==> config.mk <==
export PLATFORM = sky130hd
export DESIGN_NAME = serial_full_adder
export DESIGN_NICKNAME = d
export VERILOG_FILES = /design/src/rtl/serial_full_adder_pkg.sv /design/src/rtl/serial_full_adder_mux.sv /design/src/rtl/serial_full_adder.sv
export SDC_FILE = /design/constraint.sdc
export NUM_CORES = 1
export LEC_CHECK = 0
export CAP_MARGIN = 20
export CORE_MARGIN = 4
export CORE_UTILIZATION = 25
export DETAILED_ROUTE_END_ITERATION = 7
export HOLD_SLACK_MARGIN = 0.12
export PLACE_DENSITY = 0.5
export SLEW_MARGIN = 10
export SYNTH_ARGS = -nofsm -noshare
export SYNTH_HDL_FRONTEND = slang
export SYNTH_HIERARCHICAL = 1
export SYNTH_SLANG_ARGS = --single-unit
export TNS_END_PERCENT = 1
==> constraint.sdc <==
create_clock -name clk -period 3.2 [get_ports clk]
set_input_delay 0.64 -clock clk [delete_from_list [all_inputs] [get_ports clk]]
set_output_delay 0.64 -clock clk [all_outputs]
set_load 0.02 [all_outputs]
==> src/rtl/serial_full_adder_pkg.sv <==
// serial_full_adder_pkg: FSM states and full-adder truth tables
package serial_full_adder_pkg;
  typedef enum logic [1:0] {IDLE, SHIFT, DONE} state_t;
  localparam logic [7:0] FA_SUM = 8'b1001_0110;
  localparam logic [7:0] FA_CARRY = 8'b1110_1000;
endpackage

==> src/rtl/serial_full_adder_mux.sv <==
// full_adder_mux: 1-bit full adder from two 8:1 muxes indexed by {a,b,cin}
module full_adder_mux
  import serial_full_adder_pkg::*;
(
  input  logic a,
  input  logic b,
  input  logic cin,
  output logic s,
  output logic co
);
  logic [2:0] sel;
  assign sel = {a, b, cin};
  assign s = FA_SUM[sel];
  assign co = FA_CARRY[sel];
endmodule

==> src/rtl/serial_full_adder.sv <==
// serial_full_adder: bit-serial LSB-first adder with start/busy/done handshake
module serial_full_adder
  import serial_full_adder_pkg::*;
#(
  parameter int WIDTH = 8
) (
  input  logic             clk,
  input  logic             rst,
  input  logic             start,
  input  logic [WIDTH-1:0] a,
  input  logic [WIDTH-1:0] b,
  input  logic             cin,
  output logic             busy,
  output logic             done,
  output logic [WIDTH-1:0] sum,
  output logic             cout
);
  localparam int CW = $clog2(WIDTH);
  state_t state, state_n;
  logic [WIDTH-1:0] a_sh, b_sh, s_sh, s_nxt;
  logic [CW-1:0] cnt;
  logic carry, fa_s, fa_co, last;
  full_adder_mux u_fa (.a(a_sh[0]), .b(b_sh[0]), .cin(carry), .s(fa_s), .co(fa_co));
  assign last = cnt == CW'(WIDTH - 1);
  assign s_nxt = {fa_s, s_sh[WIDTH-1:1]};
  assign busy = state == SHIFT;
  assign done = state == DONE;
  always_comb begin
    state_n = (state == IDLE) ? (start ? SHIFT : IDLE) :
              (state == SHIFT) ? (last ? DONE : SHIFT) : IDLE;
  end
  // the final bit is folded straight into sum so partial results never reach the outputs
  always_ff @(posedge clk) begin
    if (rst) begin
      state <= IDLE;
      a_sh <= '0;
      b_sh <= '0;
      s_sh <= '0;
      carry <= 1'b0;
      cnt <= '0;
      sum <= '0;
      cout <= 1'b0;
    end else begin
      state <= state_n;
      if (state == IDLE && start) begin
        a_sh <= a;
        b_sh <= b;
        carry <= cin;
        cnt <= '0;
      end else if (state == SHIFT) begin
        a_sh <= a_sh >> 1;
        b_sh <= b_sh >> 1;
        s_sh <= s_nxt;
        carry <= fa_co;
        cnt <= cnt + CW'(1);
        if (last) begin
          sum <= s_nxt;
          cout <= fa_co;
        end
      end
    end
  end
endmodule

* Word level (Yosys, flattened, before mapping)
Memories as Yosys holds them, arrays and structs flattened. A register that Yosys moved wholly into a read port is not among the register bits.
Index checks and enable logic that the tools add are counted.
** Word-level totals
- Register bits after elaboration :: 39
- ROM bits :: 16
- Input bits :: 20
- Memories :: 2
** Memories
- (no name shown) :: words 8, width 1, rd ports 1, clocked after memory_dff 1, wr ports 0, RTL line serial_full_adder_mux.sv:14 : assign co = FA_CARRY[sel];
- (no name shown) :: words 8, width 1, rd ports 1, clocked after memory_dff 1, wr ports 0, RTL line serial_full_adder_mux.sv:13 : assign s = FA_SUM[sel];
** Operators by class
- Add/subtract/negate cells :: 1
- Magnitude comparators :: 1
- Equality and inequality tests :: 3
- Muxes and demuxes :: 16
- Bitwise logic cells :: 1
- Reduce and logical (&&, ||, !) cells :: 6
** Operators by type and width (number)
- $mux 8 :: 4
- $mux 3 :: 4
- $mux 2 :: 3
- $mux 1 :: 5
- $lt 3x4->1 const B :: 1
- $add 3x1->3 const B :: 1
- $eq 3x3->1 const B :: 1
- $reduce_and 3->1 :: 1
- $eq 2x1->1 const B :: 1
- $eq 2x2->1 const B :: 1
- $logic_not 2->1 :: 1
- $reduce_and 2->1 :: 1
- $reduce_bool 2->1 :: 1
- $reduce_or 2->1 :: 1
- $logic_and 1x1->1 :: 1
- $not 1->1 :: 1

* Depth between registers and ports, before layout
- Depth after elaboration :: 6
- Mapped depth :: 7
- Depth with buffers taken out :: 5

* Hierarchy
The synthesis kept the hierarchy.
** By module, submodules not included
- serial_full_adder :: instances 1, cells each 186, area each 1556.5 µm², seq. area each 760.7 µm²
- full_adder_mux :: instances 1, cells each 7, area each 50.0 µm², seq. area each 0.0 µm²

* Least setup slack after synthesis
OpenSTA, ideal clock, no wires.
- Kind :: reg-to-output
- Start :: reg state[1]
- End :: out busy
- Arrival time :: 0.894 ns
- Setup slack :: 1.666 ns
- Stages on the path, launching flop included :: 5
- Path buffers :: 2
- Cells stage by stage :: dfxtp_1 -> nand2b_1 -> buf_4 -> inv_2 -> buf_2
** On the way
- Word-level cells in the longest chain between the ends :: 1
** Ends and longest elaborated chain
- start, declared :: RTL line serial_full_adder.sv:19 : state_t state, state_n;
- start signal, assigned :: RTL line serial_full_adder.sv:44 : state <= state_n;
- $eq 2x1->1 :: RTL line serial_full_adder.sv:26 : assign busy = state == SHIFT;
- end, declared :: RTL line serial_full_adder.sv:13 : output logic busy,
Every way passes these cells.

* Worst setup path in the final report
- Start :: reg state[0]
- End :: out busy
Same word-level chain as after synthesis.

==> results_dict.tcl <==
set metrics [dict create \
    rr_worst_depth 5 \
    synth_most_common_cell "dfxtp_1" \
    peakVddDrop_uv 165.1 \
    grt_overflow 0 \
    grt_max_degree 39 \
    hold_violations 0 \
    cts_inserted_buffers 5 \
    power_density_nw_per_um2 517.7 \
    synth_ff_type "dfxtp_1" \
    num_io_pins 31 \
    max_freq_mhz 442.3 \
    place_hpwl_microns 2344 \
    synth_fp_nets 217 \
    cts_buffer_depth 2 \
    clk_latency_ns 0.29 \
    area_growth_pct 26.79 \
    r2r-start "cnt[0]$_SDFFE_PP0N_" \
    synth_top_area_cell "dfxtp_1" \
    rows 28 \
    synth-async-reset-ratio_pct 0 \
    hold_class "reg -> reg" \
    placed_area_sq_um 1924 \
    ys_warn_count 6 \
    netlist_area_sq_um 1607 \
    final.period_utilization_pct 70.65 \
    grt_usage_pct 9.702 \
    fin_tns_setup_ns 0 \
    whs_ns 0.4562 \
    slowest_delay_ns 0.60 \
    maxCapViolations 0 \
    hold_end "sum[2]$_SDFFE_PP0P_" \
    slew_headroom_pct 53.55 \
    end_kind "output pin" \
    initial_core_util_pct 26.51 \
    tightest_slew_ns 0.6960 \
    antenna_cells 0 \
    synth_edf_count 0 \
    postLayoutCellArea_sq_um 2037 \
    finalPower_mw 1.055 \
    hold_depth 2 \
    p_leak_nw 0.7220 \
    die_h_microns 88.17 \
    drtIter0Drc 110 \
    worstPathMaxFanout 9 \
    io_buffers 30 \
    routed_wl_microns 3632 \
    fin_worst_skew_ns 0.005218 \
    grt_pass1_vias 1231 \
    criticalPathCategory "reg -> out" \
    rsz0062_at_grt "false" \
    synth_cell_types 26 \
    viasPerCell 4.676 \
    core_sq_um 6061 \
    die_x_microns 88.17 \
    status "completed" \
    first_pass_iters 4 \
    grt_pass1_wl_microns 5899 \
    cts.sinks 38 \
    gp_congestion 0.6754 \
    cts_htree_levels 2 \
    min-delay-start "sum[2]$_SDFFE_PP0P_" \
    ys_seq_elements 38 \
    seq_area_frac_synth_pct 47.35 \
    synth.area.top_cells "dfxtp_1, a21oi_1, nand2_1" \
    syn_inst 193 \
    post_cts_buffers 0 \
    post_drt_wl_per_cell_microns 12.40 \
    rrSetupSlack_ns 1.52 \
    crit_chain "nand2b_1 -> inv_2 -> clkdlybuf4s50_1" \
    cts_tree "done" \
    yosysTopAreaCellShare_pct 47.35 \
    critPathLaunchType "flop" \
    antenna_found_initial 0 \
    crit_required_ns 2.56 \
    syn_area_per_cell_sq_um 8.324 \
    clock-root-buffer "clkbuf_8" \
    drc 0 \
    finalNetCount 242 \
    ant_nets 0 \
    timing.final.crit_period_ns 2.261 \
    dieArea_sq_um 7773 \
    setup_violations 0 \
    slew_viol_final 0 \
    drive_gt1_share_pct 6.422 \
    cp.arrival_ns 1.62 \
    cts_hold_buf 0 \
    routed-via-count 1370 \
    clk_pin_slew_ns 0.07 \
    timing.rr.end "sum[5]$_SDFFE_PP0P_" \
    cp_slowest_cell "clkdlybuf4s50_1" \
    synthTopCellsByCount "dfxtp_1, nand2_1, a21oi_1, nor2_1, a211oi_1" \
    ctsResizeCount 0 \
]
[cell type report]
cell class / count / area [sq um]
fill: 644 / 4024
clock inverter: 1 / 30.03
inverter: 5 / 18.77
timing repair buffer: 33 / 322.8
sequential: 38 / 760.7
tap: 75 / 93.84
clock buffer: 6 / 82.58
multi-input combinational: 135 / 728.2
[worst max-delay path by stage]
stage,slack (ns),endpoint,start
4_1_cts,0.91,busy,state[0]$_SDFF_PP0_
5_1_grt,0.85,busy,state[0]$_SDFF_PP0_
6_report,0.94,busy,state[0]$_SDFF_PP0_
2_1_floorplan,1.67,busy,state[1]$_SDFF_PP0_
3_3_place_gp,0.90,a_sh[6]$_SDFFE_PP0P_,start
3_5_place_dp,0.92,b_sh[2]$_SDFFE_PP0P_,start
[metrics by stage]
step / util, % / cells / worst slack (ns)
floorplan: - / 193 / 1.666
global placement: 31.75 / 286 / 0.9049
detailed placement: 31.75 / 286 / 0.9227
CTS: 33.61 / 293 / 0.9077
global route: 33.61 / 293 / 0.8505
finish: 33.61 / 293 / 0.9393
[registers in the layout, indices dropped and copies added, names as in the netlist]
name   cells
state      2
s_sh       7
cnt        3
cout       1
sum        8
b_sh       8
a_sh       8
carry      1
[power breakdown]
| group | leakage [nW] | switching [mW] | internal [mW] | total [mW] |
|---|---|---|---|---|
| clock | 0.0573 | 0.168 | 0.249 | 0.418 |
| combinational | 0.354 | 0.0670 | 0.0578 | 0.125 |
| sequential | 0.310 | 0.0160 | 0.496 | 0.512 |
[critical path, delay by kind of cell (launching register included)]
kind	cells	cell delay, ns
buffers and inverters	2	0.68
flip-flops	1	0.51
AND/OR/NAND/NOR	1	0.14
[layout by cell type, fill, tap and decap left out]
cell             instances
ha_1                     4
nor2_2                   1
clkdlybuf4s50_1         30
inv_1                    4
clkbuf_8                 6
xnor2_1                  1
o22ai_1                  2
mux2i_1                  2
o21ba_2                  1
or3b_1                   1
dfxtp_1                 38
o2bb2ai_1                1
inv_2                    1
nand3b_1                 1
a21oi_1                 31
bufinv_16                1
nand3_1                 11
buf_4                    3
nor2_1                  19
o21a_1                   1
nand2b_1                 2
nor3b_4                  1
nand2_1                 37
xor2_1                   1
nor3_1                   3
a211oi_1                15
[per-layer routing]
layer,GRT usage (%),routed length (microns)
met5,0,0
met4,3.709,67
met3,3.575,192
met2,13.66,1544
met1,13.42,1828
[cell families (layout without fill, tap and decap cells)]
family                     after synthesis  after routing  synth area share, %
buffers and inverters                   20             45                7.320
AOI/OAI and AO/OA                       51             51                19.08
and+or+nand+nor                         76             76                20.79
adders and majority gates                4              4                3.115
xor gates and xnor gates                 2              2                1.091
muxes                                    2              2                1.246
DFF                                     38             38                47.35
No activity file was read; power rests on OpenSTA's default activity.
